<file path="src/rtl/morse_pkg.sv">
// morse_pkg: event codes, code width and classifier FSM state type
package morse_pkg;
    localparam int CODE_W = 3;
    localparam logic [CODE_W-1:0] CODE_NONE    = 3'd0;
    localparam logic [CODE_W-1:0] CODE_DOT     = 3'd1;
    localparam logic [CODE_W-1:0] CODE_DASH    = 3'd2;
    localparam logic [CODE_W-1:0] CODE_INVALID = 3'd3;
    localparam logic [CODE_W-1:0] CODE_LETTER  = 3'd4;
    localparam logic [CODE_W-1:0] CODE_WORD    = 3'd5;
    typedef enum logic [1:0] {ST_IDLE, ST_PRESS, ST_GAP} state_t;
endpackage

</file>
<file path="src/rtl/key_debouncer.sv">
// key_debouncer: 2-flop synchroniser plus stable-sample debounce (clk, rst_n, key_raw -> key_db)
module key_debouncer #(
    parameter int DEBOUNCE = 4
) (
    input  logic clk,
    input  logic rst_n,
    input  logic key_raw,
    output logic key_db
);
    localparam int DW = $clog2(DEBOUNCE + 1);
    logic [1:0]    sync;
    logic [DW-1:0] cnt;
    always_ff @(posedge clk or negedge rst_n) begin
        if (!rst_n) begin
            sync   <= '0;
            cnt    <= '0;
            key_db <= 1'b0;
        end else begin
            sync <= {sync[0], key_raw};
            if (sync[1] == key_db) cnt <= '0;
            else if (cnt == DW'(DEBOUNCE - 1)) begin
                cnt    <= '0;
                key_db <= ~key_db;
            end else cnt <= cnt + DW'(1);
        end
    end
endmodule

</file>
<file path="src/rtl/morse_key_classifier.sv">
// morse_key_classifier: debounced key press/gap timing classified into Morse events on a valid/ready port
// ports: clk, rst_n (async low), key_raw, enable, out_valid/out_ready/out_code/out_len, ovf/ovf_clr
module morse_key_classifier
    import morse_pkg::*;
#(
    parameter int CNT_W      = 16,
    parameter int DEBOUNCE   = 4,
    parameter int DOT_MAX    = 10,
    parameter int DASH_MIN   = 30,
    parameter int LETTER_GAP = 30,
    parameter int WORD_GAP   = 70
) (
    input  logic              clk,
    input  logic              rst_n,
    input  logic              key_raw,
    input  logic              enable,
    output logic              out_valid,
    input  logic              out_ready,
    output logic [CODE_W-1:0] out_code,
    output logic [CNT_W-1:0]  out_len,
    output logic              ovf,
    input  logic              ovf_clr
);
    if (!(DOT_MAX < DASH_MIN && LETTER_GAP < WORD_GAP && DEBOUNCE >= 1 &&
          longint'(WORD_GAP) < (longint'(1) << CNT_W) && longint'(DASH_MIN) < (longint'(1) << CNT_W)))
    begin : g_bad_params
        $error("morse_key_classifier: inconsistent thresholds");
    end

    localparam logic [CNT_W-1:0] SAT    = '1;
    localparam logic [CNT_W-1:0] L_DOT  = CNT_W'(DOT_MAX);
    localparam logic [CNT_W-1:0] L_DASH = CNT_W'(DASH_MIN);
    localparam logic [CNT_W-1:0] L_LET  = CNT_W'(LETTER_GAP);
    localparam logic [CNT_W-1:0] L_WORD = CNT_W'(WORD_GAP);

    logic              key_db;
    state_t            state;
    logic [CNT_W-1:0]  cnt, cnt_inc;
    logic              ev;
    logic [CODE_W-1:0] ev_code;

    key_debouncer #(.DEBOUNCE(DEBOUNCE)) u_deb (
        .clk(clk), .rst_n(rst_n), .key_raw(key_raw), .key_db(key_db)
    );

    assign cnt_inc = (cnt == SAT) ? cnt : cnt + CNT_W'(1);

    // press events fire on the falling key_db sample; gap events fire when the gap count hits a threshold
    always_comb begin
        ev = enable && !key_db &&
             (state == ST_PRESS || (state == ST_GAP && (cnt == L_LET || cnt == L_WORD)));
        ev_code = (state == ST_PRESS) ?
                  ((cnt <= L_DOT) ? CODE_DOT : (cnt >= L_DASH) ? CODE_DASH : CODE_INVALID) :
                  ((cnt == L_WORD) ? CODE_WORD : CODE_LETTER);
    end

    always_ff @(posedge clk or negedge rst_n) begin
        if (!rst_n) begin
            state     <= ST_IDLE;
            cnt       <= '0;
            out_valid <= 1'b0;
            out_code  <= CODE_NONE;
            out_len   <= '0;
            ovf       <= 1'b0;
        end else begin
            if (!enable) begin
                state <= ST_IDLE;
                cnt   <= '0;
            end else begin
                case (state)
                    ST_IDLE: if (key_db) begin
                        state <= ST_PRESS;
                        cnt   <= CNT_W'(1);
                    end
                    ST_PRESS: if (key_db) cnt <= cnt_inc;
                    else begin
                        state <= ST_GAP;
                        cnt   <= CNT_W'(1);
                    end
                    ST_GAP: if (key_db) begin
                        state <= ST_PRESS;
                        cnt   <= CNT_W'(1);
                    end else if (cnt == L_WORD) begin
                        state <= ST_IDLE;
                        cnt   <= '0;
                    end else cnt <= cnt_inc;
                    default: begin
                        state <= ST_IDLE;
                        cnt   <= '0;
                    end
                endcase
            end
            // single-entry slot: a new event while the held one is stalled is dropped
            if (ev && out_valid && !out_ready) ovf <= 1'b1;
            else if (ovf_clr) ovf <= 1'b0;
            if (ev && (!out_valid || out_ready)) begin
                out_valid <= 1'b1;
                out_code  <= ev_code;
                out_len   <= cnt;
            end else if (out_ready) out_valid <= 1'b0;
        end
    end
endmodule

</file>
<file path="config.mk">
export PLATFORM = sky130hd
export DESIGN_NAME = morse_key_classifier
export DESIGN_NICKNAME = d
export VERILOG_FILES = /design/src/rtl/morse_pkg.sv /design/src/rtl/key_debouncer.sv /design/src/rtl/morse_key_classifier.sv
export SDC_FILE = /design/constraint.sdc
export NUM_CORES = 1
export LEC_CHECK = 0
export BUFFER_PORTS_ARGS = -buffer_cell sky130_fd_sc_hd__buf_2
export CORE_ASPECT_RATIO = 0.5
export CORE_MARGIN = 2
export CORE_UTILIZATION = 45
export DETAILED_ROUTE_END_ITERATION = 7
export GPL_TIMING_DRIVEN = 0
export HOLD_SLACK_MARGIN = 0.08
export SLEW_MARGIN = 20
export SYNTH_ARGS = -nofsm -noshare
export SYNTH_HDL_FRONTEND = slang
export SYNTH_SLANG_ARGS = --single-unit
</file>
<file path="constraint.sdc">
create_clock -name clk -period 3.25 [get_ports clk]
set_input_delay 0.325 -clock clk [delete_from_list [all_inputs] [get_ports clk]]
set_output_delay 0.325 -clock clk [all_outputs]
set_load 0.01 [all_outputs]
</file>
==> summary.txt, run 1 <==
Run status
  • Status: finished, final reports clean

GRT
  • Initial antenna violation count: 0
  • First-pass GRT wire length: 8840 microns
  • M1 GR Usage: 30.0%
  • Top Usage Layer GRT: met2
  • Gr ovfl total: 0
  • Number of global-route vias before repair: 1,705
  • Total track usage: ~20%
  • Global routing usage on met3: around 4.4%
  • Largest net degree at the start of global routing: between 40 and 50
  • Global Route met2 Usage: between 30 and 40%

Hold path
  • Hold Path Origin: key_raw
  • Worst Hold Class: in2reg

Clock network
  • CTS tree: yes
  • Clk sink count: 45
  • CTS-repair resized insts: 0
  • Cts bufs inserted: 5
  • Clock root buffer: clkbuf_8
  • Clock transition at the registers of the reported paths: 0.08 ns
  • Maximum buffer depth of the clock tree: 2
  • Worst-skew pair later-pin latency: 0.30 ns
  • Htree depth: 2

Synthesis
  • Synth Register Bits: 45
  • Sequential area share after synthesis: 48.5%
  • Netlist cell types: 44
  • Primary FF master, synth: dfrtp_1
  • Synth Warn #: 0
  • Post-synth ARST share: 100%
  • Syn_area_per_cell: 10.4 sq um
  • Number of synthesized flops with an enable pin: 0
  • Synthesized instance count: 224
  • Post-Syn Area: 2320 sq um
  • Post-synthesis net count: 233

Placement
  • Dpl hpwl: ~3600 microns
  • Instance area at placement: 2540 sq um
  • Pre-CTS setup slack: 0.378 ns
  • Placed cell count: 320
  • Port Buffers: 26
  • Routability Congestion: slightly below 0.9

Setup path
  • Endpoint class of the critical path: flop
  • Required time of the critical path: roughly 3.4 ns
  • Startpoint Class: flop
  • Worst setup startpoint: cnt[7]$_DFFE_PN0P_
  • Worst-path maximum fanout: 10
  • Crit Path Category: reg2reg
  • Reg2reg start: cnt[7]$_DFFE_PN0P_
  • Data arrival, critical path: 3.09 ns

Routing
  • Drt pass-1 iters: 4
  • Starting DRT DRC Count: 157
  • DRC Markers: 0
  • Routed WL: 5320 microns
  • Vias per cell: 5.71
  • DR vias: approximately 1,900
  • Post-route ant nets: 0
  • WL/cell: 16.2 microns

Die
  • Row count: 18
  • Die area: 5790 sq um
  • CORE AREA: 4950 sq um
  • Initial core utilization: 46.9%
  • Die height: 54.8 microns
  • I/O pin total: 27
  • Die width: 106 microns

STA
  • # setup viols final: 0
  • Post-Route Skew: just under 0.005 ns
  • Final Critical Period: 2.91 ns
  • Setup_tns: 0 ns
  • Fmax: 344 MHz
  • Final Max Tran Viols: 0
  • Final worst slack: 0.343 ns
  • RSZ-0062 raised after global routing: false
  • Final Hold Fails: 0
  • Slew HR: 49.4%
  • Worst-Margin Slew: 0.740 ns
  • Post-route clock period utilization: 89.4%

Final layout
  • Commonest non-fill, non-tap cell in the layout: dfrtp_1
  • Nets: 267
  • Share of cells above drive strength 1: a little under a quarter
  • Non-Filler Instances: about 330
  • Final core occ: 53.7%
  • Post-route cell area: 2660 sq um
  • Area grow syn2layout: 14.6%
  • Ant diodes: 0
  • Filler Cell Count: 469
  • Most frequent cells in the layout: dfrtp_1 (45), buf_2 (26), nand2_1 (22)

Pwr
  • Leakage: roughly 0.0013 uW
  • Peak supply drop: 0.250 mV
  • Power density over the cells: 531 nW/um^2

Flow run
  • Max Cap Violations: 0
==> metal layers <==
layer / vias up / share of wire, %
met4: 0 / 0.88
met2: 68 / 42
li1: 895 / -
met1: 902 / 50
met5: - / 0
met3: 7 / 7.8
==> final cells by class <==
cell class | instances | area [sq um] | share of cell area (%)
inverter | 4 | 15.0 | 0.564
clock buffer | 5 | 68.8 | 2.59
timing repair buffer | 27 | 143 | 5.36
clock inverter | 2 | 35.0 | 1.32
tap | 70 | 87.6 | 3.29
buffer | 17 | 87.6 | 3.29
multi-input combinational | 158 | 1100 | 41.3
sequential | 45 | 1130 | 42.3
==> report_power, final <==
| group | switching, uW | internal [uW] |
|---|---|---|
| Combinational | 205 | 144 |
| Clock | 188 | 224 |
| Sequential | 39.1 | 614 |
| Total | 432 | 981 |
==> flip-flops by register name (all words and copies together) (netlist names) <==
signal	cells
cnt	16
out_len	16
out_code	3
u_deb.cnt	3
state	2
u_deb.sync	2
out_valid	1
ovf	1
u_deb.key_db	1
==> cell usage after synthesis (all sizes together), types with 5 or more instances <==
cell type	number	area, sq um
and4	5	43.8
a31oi	6	37.5
nand2b	6	45.0
dfrtp	45	1130
nor3	6	30.0
mux2	19	248
nor2	11	41.3
clkbuf	12	45.0
a21oi	11	55.1
nor4	5	31.3
nand2	22	82.6
o21ai	13	65.1
nand3	8	40.0
buf	5	42.5
==> critical path, cell delays in order (launching register included) <==
cell	delay, ns
dfrtp_1	0.36
clkbuf_1	0.20
or4_1	0.63
or4_1	0.43
o32a_1	0.41
nand2b_4	0.16
buf_6	0.16
buf_6	0.16
mux2_4	0.30
==> through the flow <==
step	power (uW)	hold slack, ns
5_1_grt	1500	0.118
2_1_floorplan	899	0.0294
3_5_place_dp	1010	0.352
4_1_cts	1420	0.121
6_report	1410	0.129
3_3_place_gp	1000	0.333
==> repair_timing <==
item,4_1_cts,5_1_grt
hold buffers,0,1
hold endpoints to repair,0,45
buffers inserted,0,0
==> path summary, 6_finish.rpt <==
kind / to / slack, ns / depth (start not counted)
hold reg to reg: u_deb.sync[1]$_DFF_PN0_ / 0.37 / 0
setup / recovery: out_len[14]$_DFFE_PN0P_ / 0.34 / 8
hold / removal: u_deb.sync[0]$_DFF_PN0_ / 0.13 / 1
setup reg to reg: out_len[14]$_DFFE_PN0P_ / 0.34 / 8
max in group asynchronous: cnt[11]$_DFFE_PN0P_ / 2.29 / 2
min in group asynchronous: u_deb.cnt[1]$_DFF_PN0_ / 0.56 / 2
==> kinds of logic after synthesis <==
group | Yosys count | share of synthesized area (%)
AO/OA/AOI/OAI | 50 | 14.0
flip-flops | 45 | 48.5
XOR/XNOR | 2 | 0.754
adder cells (fa/ha/maj) | 3 | 1.62
buffers and inverters | 21 | 4.42
multiplexers | 19 | 10.7
AND/OR/NAND/NOR | 84 | 20.0
No activity file was read; power rests on OpenSTA's default activity.
==> run 2: changes to the inputs <==
--- a/config.mk
+++ b/config.mk
@@ -9,9 +9,11 @@
 export CORE_ASPECT_RATIO = 0.5
 export CORE_MARGIN = 2
 export CORE_UTILIZATION = 45
+export CTS_BUF_LIST = sky130_fd_sc_hd__clkbuf_8 sky130_fd_sc_hd__clkbuf_16
 export DETAILED_ROUTE_END_ITERATION = 7
 export GPL_TIMING_DRIVEN = 0
 export HOLD_SLACK_MARGIN = 0.08
+export PLACE_DENSITY_LB_ADDON = 0.1
 export SLEW_MARGIN = 20
 export SYNTH_ARGS = -nofsm -noshare
 export SYNTH_HDL_FRONTEND = slang
==> summary.txt, run 2 (synthesis gave the netlist of run 1 again) <==
Run status
  • Status: finished, final reports clean

Clock network
  • Clock root buffer: clkbuf_8
  • Worst-skew pair later-pin latency: 0.30 ns
  • CTS-repair resized insts: 0
  • Htree depth: 2
  • Maximum buffer depth of the clock tree: 2
  • Cts hold-fix bufs: 0
  • Clk sink count: 45
  • Postcts setup bufs: 0
  • Clock transition at the registers of the reported paths: 0.09 ns
  • Cts bufs inserted: 5
  • CTS tree: yes

STA
  • Post-route clock period utilization: 89.6%
  • RSZ-0062 raised after global routing: false
  • Final Critical Period: 2.91 ns
  • # setup viols final: 0
  • Hold slack: 0.123 ns
  • Post-Route Skew: 0.00385 ns
  • Worst-Margin Slew: just under 1 ns
  • Setup_tns: 0 ns
  • Final Hold Fails: 0
  • Fmax: 343 MHz
  • Slew HR: 33.2%
  • Final Max Tran Viols: 0

Die
  • Die height: 54.8 microns
  • Row count: 18
  • Die area: 5790 sq um
  • I/O pin total: 27
  • Die width: ~110 microns
  • CORE AREA: 4950 sq um
  • Initial core utilization: 46.9%

Placement
  • Port Buffers: 26
  • Placed cell count: 320
  • Dpl hpwl: 3600 microns
  • Routability Congestion: slightly above 0.9
  • Instance area at placement: around 2500 sq um

Final layout
  • Top Registers: cnt (16), out_len (16)
  • Multi-input logic area: 1090 sq um
  • Storage cell area: 1130 sq um
  • Ant diodes: 0
  • Share of cells above drive strength 1: 23.2%
  • Post-route cell area: 2640 sq um
  • Area grow syn2layout: 13.7%
  • Most frequent cells in the layout: dfrtp_1 (45), buf_2 (26), nand2_1 (22)
  • Non-Filler Instances: 329
  • Nets: approximately 270
  • Filler Cell Count: 476
  • Commonest non-fill, non-tap cell in the layout: dfrtp_1

Routing
  • Routed WL: 5280 microns
  • WL/cell: 16.0 microns
  • Starting DRT DRC Count: 143
  • Vias per cell: roughly 5.7
  • DR vias: about 1,900
  • Drt pass-1 iters: 5
  • Post-route ant nets: 0
  • DRC Markers: 0

GRT
  • Number of global-route vias before repair: around 1,700
  • Initial antenna violation count: 0
  • First-pass GRT wire length: approximately 8700 microns
  • Total track usage: around 20%
  • Gr ovfl total: 0
  • Largest net degree at the start of global routing: 46

Setup path
  • Data arrival, critical path: 3.06 ns
  • Largest stage delay, worst path: about 0.60 ns
  • Worst-path maximum fanout: 10
  • Reg2reg start: cnt[0]$_DFFE_PN0P_
  • Worst setup startpoint: cnt[0]$_DFFE_PN0P_
  • Endpoint class of the critical path: flop
  • Crit Path Category: reg2reg
  • Required time of the critical path: 3.40 ns
  • Crit-path cells: clkbuf_1 -> inv_1 -> ha_1 -> or4b_2 -> nor4_1 -> o21ai_1 -> clkbuf_1 -> a21oi_1 -> a21oi_1
  • Crit-path slowest cell: or4b_2
  • Startpoint Class: flop

Pwr
  • Leakage: between 0.001 and 0.0015 uW
  • Power density over the cells: 509 nW/um^2
  • Tot Pwr: 1340 uW
  • Peak supply drop: 0.219 mV

Flow run
  • Max Cap Violations: 0

Hold path
  • Worst Hold Class: in2reg
  • Hold Path Origin: key_raw
## run 2: cell types whose count changed in the layout (fill, tap and decap cells not counted), sizes merged
cell,previous run,this run
clkinvlp,0,2
bufinv,1,0
clkinv,1,0
inv,4,5
## run 2: metal layers
layer | up-vias | part of all wire, % | track usage [%]
li1 | 889 | - | -
met4 | 0 | 1.2 | 6.14
met1 | 899 | 51 | 30.2
met5 | - | 0 | 0
met2 | 81 | 40 | 28.9
met3 | 9 | 7.6 | 4.05
## run 2: area by class of cell
cell class,instances,share of cell area (%)
multi-input cells,158,41.4
clock buffers,5,2.61
well taps,70,3.32
clock inverters,3,0.711
plain buffers,17,3.32
repair buffers,27,5.40
inverters,4,0.569
flip-flops and latches,45,42.7
## run 2: power by group
group,switching [uW],internal (uW)
clock network,196,148
logic,202,143
registers,40.8,614
total,439,905
## run 2: path summary, 6_finish.rpt
kind / depth (start not counted) / slack, ns / to
min reg2reg: 0 / 0.37 / u_deb.sync[1]$_DFF_PN0_
max: 9 / 0.34 / cnt[12]$_DFFE_PN0P_
min: 1 / 0.12 / u_deb.sync[0]$_DFF_PN0_
max reg2reg: 9 / 0.34 / cnt[12]$_DFFE_PN0P_
max in group asynchronous: 2 / 2.30 / cnt[10]$_DFFE_PN0P_
min in group asynchronous: 2 / 0.54 / ovf$_DFFE_PN0P_
## run 2: per-stage QoR
stage	utilization, %	setup slack, ns
after floorplan	-	0.590
after global placement	51.3	0.392
after CTS	53.0	0.368
final	53.3	0.336
after detailed placement	51.3	0.392
after global routing	53.3	0.182
## run 2: worst max-delay path, delay by kind of cell, from the launching register on
kind | cells | cell delay [ns]
buf+inv | 3 | 0.68
compound gates | 3 | 0.58
flops | 1 | 0.39
simple gates | 2 | 0.92
fa+ha+maj | 1 | 0.19
